File: config.mk
export PLATFORM = sky130hd
export DESIGN_NAME = mem_port_arbiter
export DESIGN_NICKNAME = d
export VERILOG_FILES = /design/src/rtl/mem_port_arbiter.sv
export SDC_FILE = /design/constraint.sdc
export NUM_CORES = 1
export LEC_CHECK = 0
export ABC_CLOCK_PERIOD_IN_PS = 1900
export BUFFER_PORTS_ARGS = -buffer_cell sky130_fd_sc_hd__buf_4
export CORE_ASPECT_RATIO = 2
export CORE_MARGIN = 2
export CORE_UTILIZATION = 28
export CTS_BUF_LIST = sky130_fd_sc_hd__clkbuf_2
export DETAILED_ROUTE_END_ITERATION = 12
export GPL_TIMING_DRIVEN = 0
export PLACE_DENSITY = 0.78
export SYNTH_ARGS = -nofsm -noshare
export SYNTH_HDL_FRONTEND = slang
export SYNTH_SLANG_ARGS = --single-unit
File: constraint.sdc
create_clock -name clk -period 1.9 [get_ports clk]
set_input_delay 0.095 -clock clk [delete_from_list [all_inputs] [get_ports clk]]
set_output_delay 0.095 -clock clk [all_outputs]
set_load 0.02 [all_outputs]
File: src/rtl/mem_port_arbiter.sv
// mem_port_arbiter: shares one memory port between a fetch and a load/store requester,
// with stall locking, fetch anti-starvation and an owner-tagged read return pipeline.
module mem_port_arbiter #(
    parameter int RD_LAT       = 1,
    parameter int STARVE_LIMIT = 4
) (
    input  logic        clk,
    input  logic        rst_n,
    input  logic        f_req,
    input  logic [15:0] f_addr,
    output logic        f_gnt,
    output logic        f_rdvalid,
    output logic [15:0] f_rddata,
    input  logic        l_rd,
    input  logic        l_wr,
    input  logic [15:0] l_addr,
    input  logic [15:0] l_wrdata,
    output logic        l_gnt,
    output logic        l_rdvalid,
    output logic [15:0] l_rddata,
    output logic [15:0] m_addr,
    output logic [15:0] m_wrdata,
    output logic        m_rd,
    output logic        m_wr,
    input  logic        m_waitreq,
    input  logic [15:0] m_rddata,
    output logic        proto_err
);
    typedef enum logic [1:0] {IDLE, LOCK_F, LOCK_L} state_t;
    typedef enum logic [1:0] {O_NONE, O_F, O_L} owner_t;

    state_t            state_q, state_d;
    owner_t            owner;
    logic [3:0]        starve_q, starve_d;
    logic              proto_err_q, proto_err_d;
    logic [RD_LAT-1:0] tv_q, tv_d, tl_q, tl_d;
    logic              l_act, f_win, accept;

    always_comb begin
        l_act = l_rd | l_wr;
        f_win = f_req && (starve_q == 4'(STARVE_LIMIT));
        owner = O_NONE;
        // Nothing is presented while reset is asserted, so every strobe is low during reset.
        if (rst_n) begin
            if (state_q == LOCK_F)
                owner = f_req ? O_F : O_NONE;
            else if (state_q == LOCK_L)
                owner = l_act ? O_L : O_NONE;
            else
                owner = f_win ? O_F : l_act ? O_L : f_req ? O_F : O_NONE;
        end
        accept   = (owner != O_NONE) && !m_waitreq;
        f_gnt    = accept && (owner == O_F);
        l_gnt    = accept && (owner == O_L);
        m_addr   = (owner == O_F) ? f_addr : (owner == O_L) ? l_addr : 16'h0000;
        m_wrdata = (owner == O_L) ? l_wrdata : 16'h0000;
        m_rd     = (owner == O_F) || ((owner == O_L) && l_rd && !l_wr);
        m_wr     = (owner == O_L) && l_wr;
        // A stalled owner stays locked; accept or a withdrawn request falls back to IDLE.
        state_d  = (owner == O_NONE || accept) ? IDLE : (owner == O_F) ? LOCK_F : LOCK_L;
        starve_d = (f_req && !f_gnt) ? (f_win ? starve_q : starve_q + 4'd1) : 4'd0;
        proto_err_d = proto_err_q | (l_rd & l_wr);
        tv_d = RD_LAT'({tv_q, accept & m_rd});
        tl_d = RD_LAT'({tl_q, owner == O_L});
        f_rdvalid = tv_q[RD_LAT-1] & ~tl_q[RD_LAT-1];
        l_rdvalid = tv_q[RD_LAT-1] & tl_q[RD_LAT-1];
        f_rddata  = m_rddata;
        l_rddata  = m_rddata;
        proto_err = proto_err_q;
    end

    always_ff @(posedge clk or negedge rst_n) begin
        if (!rst_n) begin
            state_q     <= IDLE;
            starve_q    <= 4'd0;
            proto_err_q <= 1'b0;
            tv_q        <= '0;
            tl_q        <= '0;
        end else begin
            state_q     <= state_d;
            starve_q    <= starve_d;
            proto_err_q <= proto_err_d;
            tv_q        <= tv_d;
            tl_q        <= tl_d;
        end
    end
endmodule

# Word level (Yosys, flattened, before mapping)
# Index checks and enable logic that the tools add are counted.
# totals
ff_bits	9
inputBits	70
out_inout_bits	71
wordCells	48
# classes
n_addsub	1
eq_ne	6
mux	14
bitwise_logic	7
n_reduce_logical	15
# ops
operator	n
$mux 16	3
$mux 2	8
$logic_and 1x1->1	8
$mux 4	2
$add 4x1->4 const B	1
$and 1x1->1	4
$eq 2x1->1 const B	2
$eq 2x2->1 const B	2
$eq 4x3->1 const B	1
$logic_not 1->1	3
$logic_not 2->1	1
$logic_or 1x1->1	2
$ne 2x2->1 const B	1
$or 1x1->1	2
$reduce_bool 2->1	1
$mux 1	1
$not 1->1	1

# Depth between registers and ports, before layout
# depth
depth_word	12
mapped_depth	8
depth_no_buf	6

# Least setup slack after synthesis
# OpenSTA, ideal clock, no wires.
# synth_path
path_type	register -> output
startpoint	register starve_q[0]
endpoint	output port m_addr[10]
arrival_ps	1840
required_ps	1805
path_slack_ps	-35
path_stages_with_launch	9
path_buffers	2
cell_sequence	dfrtp_1 -> inv_1 -> ha_1 -> nand4b_4 -> maj3_2 -> and3_1 -> buf_6 -> buf_6 -> a22o_1
# synth_via
elab_chain_len	9
word_cells_on_any_way	10
cone_classes	eq/ne (3); mux (6); reduce/logical (1)
# synth_rtl
item	line	text
from (decl)	34	logic [3:0] starve_q, starve_d;
from (signal assigned)	81	starve_q <= starve_d;
$eq 4x3->1 (*)	41	f_win = f_req && (starve_q == 4'(STARVE_LIMIT));
$logic_and 1x1->1 (*)	41	
$mux 2 (*)	50	owner = f_win ? O_F : l_act ? O_L : f_req ? O_F : O_NONE;
$mux 2 (*)	47	else if (state_q == LOCK_L)
$mux 2 (*)	45	if (state_q == LOCK_F)
$mux 2 (*)	44	if (rst_n) begin
$eq 2x2->1	55	m_addr = (owner == O_F) ? f_addr : (owner == O_L) ? l_addr : 16'h0000;
$mux 16	55	
$mux 16 (*)	55	
to (decl)	21	output logic [15:0] m_addr,
# Mark *: on every way between the ends. The rest lies on a longest branch, timed or not.

# Final worst setup path
# layout_path
startpoint	register starve_q[0]
endpoint	output port m_addr[4]
# The elaborated chain is that of the path after synthesis.

==> out/results.env <==
STATUS='finished with violations'
FAILED_CHECKS='negative setup slack'
CP.REQUIRED_NS=1.80
FIN_WORST_SKEW_NS=0.0104
MULTI_INPUT_COMB_AREA_UM2=621
CELLLEAKAGEPOWER_nW=1.33
STDCELL_AREA_UM2=2410
FINAL_UTIL=0.684
FMAX_GHz=0.473
TIMING_WORST_SLEW_PIN_VALUE_NS=0.400
CP_MAX_FANOUT=6
POWER_DENSITY_OVER_THE_CELLS_nW_PER_UM2=390
FRACTION_OF_THE_MAPPED_NETLIST_AREA_IN_SIMPLE_LOGIC_GATES=0.219
SYNTH-EDFF-COUNT=0
DPL.HPWL_UM=3340
GRT_PASS1_WL_UM=5790
GP_ROUTABILITY_CONGESTION=0.760
COMPOUND_CELL_AREA_SHARE_OF_THE_YOSYS_NETLIST=0.200
SYNTH_TOP_FAMILY_BY_AREA='buffers and inverters'
PLACEMENT_ROWS=31
CRITPATHARRIVALTIME_NS=2.02
SYNTH_SEQ_AREA_SHARE=0.222
AVGROUTEDWIREPERCELL_UM=13.2
TIMING_MAX_TRANSITION_VIOLATIONS_FINAL=0
HOLD_VIOL_FINAL=0
DEPTH_OF_THE_WORST_HOLD_TIMING_PATH=2
REG2REG_TO='state_q[1]'
GRT_SETUP_UNREPAIRED='yes'
CRIT-REG2REG-LAUNCH='starve_q[0]'
NUM_ANTENNA_CELLS=0
WORST_SLEW_MARGIN_RELATIVE_TO_ITS_LIMIT=0.732
SYNTH_CELL_TYPES=26
SYNTH_COMMON_CELLS='buf_4 (32), and2_1 (19), a22o_1 (16), dfrtp_1 (9)'
POST_DP_CELL_AREA_UM2=2100
CLK_TRANSITION_REPORTED_PATHS_NS=0.09
AVERAGE_SIZE_OF_A_MAPPED_CELL_UM2=8.75
DRT_ITER0_MARKERS=28
SEQUENTIAL_CELL_AREA_UM2=225
DIE_Y_UM=89.1
CRIT_TYPE='flip-flop to primary output'
MIN_TO='tv_q'
CTS_MAX_LEVEL=1
SYNTHXORXNORAREAFRAC=0.0173
IO_BUFFER_COUNT=124
GRT_PASS1_VIAS=1316
CORE_AREA_UM2=3530
CTS_BUFFERS=3
GRT.TOTAL_USAGE=0.194
SYNTH_SEQ_CELLS=9
YOSYSTOPAREACELL='buf_4'
FIRSTDRTPASSITERS=4
SYNTH-ADDER-AREA-SHARE=0.0358
INITIAL_CORE_UTIL=0.287
SYNTHTOPCELLSBYAREA='buf_4 (24%), dfrtp_1 (22%), a22o_1 (14%), and2_1 (12%), buf_6 (3.3%)'
SYNTH_MOST_COMMON_CELL='buf_4'
TOP_LEVEL_PINS=141
PLACE_WORST_SETUP_SLACK_NS=-0.225
FILL_CELLS=282
VDD_DROP_MAX_uV=305
NUMBER_OF_ANTENNA_VIOLATIONS_AT_THE_FIRST_CHECK_IN_GLOBAL_ROUTING=0
SYN-CELL-AREA_UM2=1010
POST-ROUTE-MIN-PERIOD_NS=2.11
SYNTH.AREA.MUX_SHARE=0.0111
R2R_CELLS=7
PERIOD_SHARE=1.11
YS_ASYNC_SR_FRACTION=1.00
SETUP_SLACK_NS=-0.212
LAYOUT-DRIVE-GT1-SHARE=0.795
ROUTE.FINAL.WIRE_LENGTH_UM=4130
MAXIMUM_NUMBER_OF_PINS_ON_ONE_NET_BEFORE_GLOBAL_ROUTE_REPAIR=11
CRIT_PATH_END_KIND='primary output'
SYN_INST=116
ROUTED_VIA_DENSITY=4.29
DRV_CAP=0
CLOCK_INSERTION_DELAY_WORST_SKEW_NS=0.25
CTS.SINK_COUNT=9
SYNTHESIZED_NETS=188
SYNTHTOLAYOUTAREAGROWTH_PCT=138
POSTROUTEANTENNANETS=0
DIE_W_UM=46.6
WORST_HOLD_PATH_TYPE='input pin to flip-flop'
MIN-DELAY-START='m_waitreq'
DRC=0
CLOCK_TREE_FROM_TRITONCTS='built'
WORST-R2R-SETUP-SLACK_NS=0.24
DETAILROUTE.VIA_COUNT=1339
SYNTH_FF_TYPE='dfrtp_1'
GRT-OVFL-TOTAL=0
NUMBER_OF_BUFFERS_ON_THE_LONGEST_CLOCK_PATH=2
DIE_AREA_UM2=4150
REPORT.FINAL.SETUP_VIOL=35
YOSYSWARNINGCOUNT=0
LAYOUT.NETS=336
WORSTSETUPSTARTPOINTTYPE='flip-flop'
CTS-ROOT-BUF='clkbuf_2'
POST-SYNTH-TOP-AREA-FRACTION=0.237
==> kinds of logic after synthesis <==
group           after synthesis
xor+xnor                      2
buf+inv                      41
simple gates                 35
compound gates               25
fa+ha+maj                     3
flops                         9
mux                           1
==> stage by stage <==
step / hold slack, ns / cells / TNS (ns) / power, mW
after floorplan: -0.201 / 116 / 0 / 0.501
after global placement: -0.0679 / 289 / -3.92 / 0.732
after detailed placement: -0.0647 / 289 / -4.52 / 0.740
after CTS: 0.0158 / 301 / -7.30 / 0.926
after global routing: 0.0172 / 312 / -9.27 / 0.997
final: 0.0303 / 312 / -6.12 / 0.942
==> worst max path at each step <==
stage / startpoint / to
after CTS: starve_q[0] / m_addr[10]
after global placement: starve_q[0] / m_addr[10]
after global routing: starve_q[0] / m_addr[13]
after floorplan: starve_q[0] / m_addr[10]
after detailed placement: starve_q[0] / m_addr[10]
final: starve_q[0] / m_addr[4]
==> critical path: stages, from the launching register on <==
cell      delay [ns]
dfrtp_1         0.40
inv_2           0.08
ha_4            0.13
nand4b_4        0.12
maj3_2          0.33
and3_4          0.20
buf_16          0.15
a22o_4          0.23
buf_6           0.12
==> state kept, by name (all words and copies together) (netlist names) <==
signal	cells
proto_err	1
tl_q	1
state_q	2
starve_q	4
tv_q	1
==> layer usage <==
metal	up-vias	routed length (µm)	global-route usage	share of wire
li1	662	-	-	-
met2	83	2170	0.323	0.53
met5	-	0	0	0
met3	4	454	0.0828	0.11
met1	590	1470	0.216	0.36
met4	0	36	0.0597	0.0087
==> power by group <==
group | total (mW) | internal (mW) | switching [mW]
Combinational | 0.613 | 0.355 | 0.258
Clock | 0.119 | 0.0559 | 0.0631
Sequential | 0.210 | 0.202 | 0.00830
Total | 0.942 | 0.613 | 0.330
==> layout make-up <==
class / count / share of cell area
inverters: 4 / 0.00622
clock buffers: 4 / 0.00829
well taps: 49 / 0.0254
plain buffers: 36 / 0.118
multi-input cells: 66 / 0.257
flip-flops and latches: 9 / 0.0933
repair buffers: 144 / 0.492
==> placed cells by master (no fill, tap or decap), drive strengths merged <==
| cell type | Yosys | final |
|---|---|---|
| a22o | 16 | 16 |
| mux2 | 1 | 1 |
| and2 | 19 | 19 |
| nor2b | 1 | 1 |
| xnor2 | 2 | 2 |
| dlygate4sd3 | 0 | 1 |
| dfrtp | 9 | 9 |
| o211a | 2 | 2 |
| nand4 | 1 | 1 |
| nand3 | 1 | 1 |
| a21oi | 4 | 4 |
| inv | 4 | 4 |
| maj3 | 1 | 1 |
| and3 | 2 | 2 |
| a21o | 2 | 2 |
| nor2 | 3 | 3 |
| nand2 | 4 | 4 |
| ha | 2 | 2 |
| o211ai | 1 | 1 |
| or2 | 2 | 2 |
| buf | 37 | 179 |
| clkbuf | 0 | 4 |
| nand4b | 2 | 2 |
==> timing repair <==
item | CTS | global route
endpoints found under the hold margin | 9 | 0
buffers inserted | 6 | 11
gates cloned | 2 | 0
hold buffers | 1 | 0
gates resized for setup | 33 | 4
pin swaps | 22 | 5
endpoints found under the setup margin | 35 | 36
Note: power is estimated with default switching activity, not from simulation.
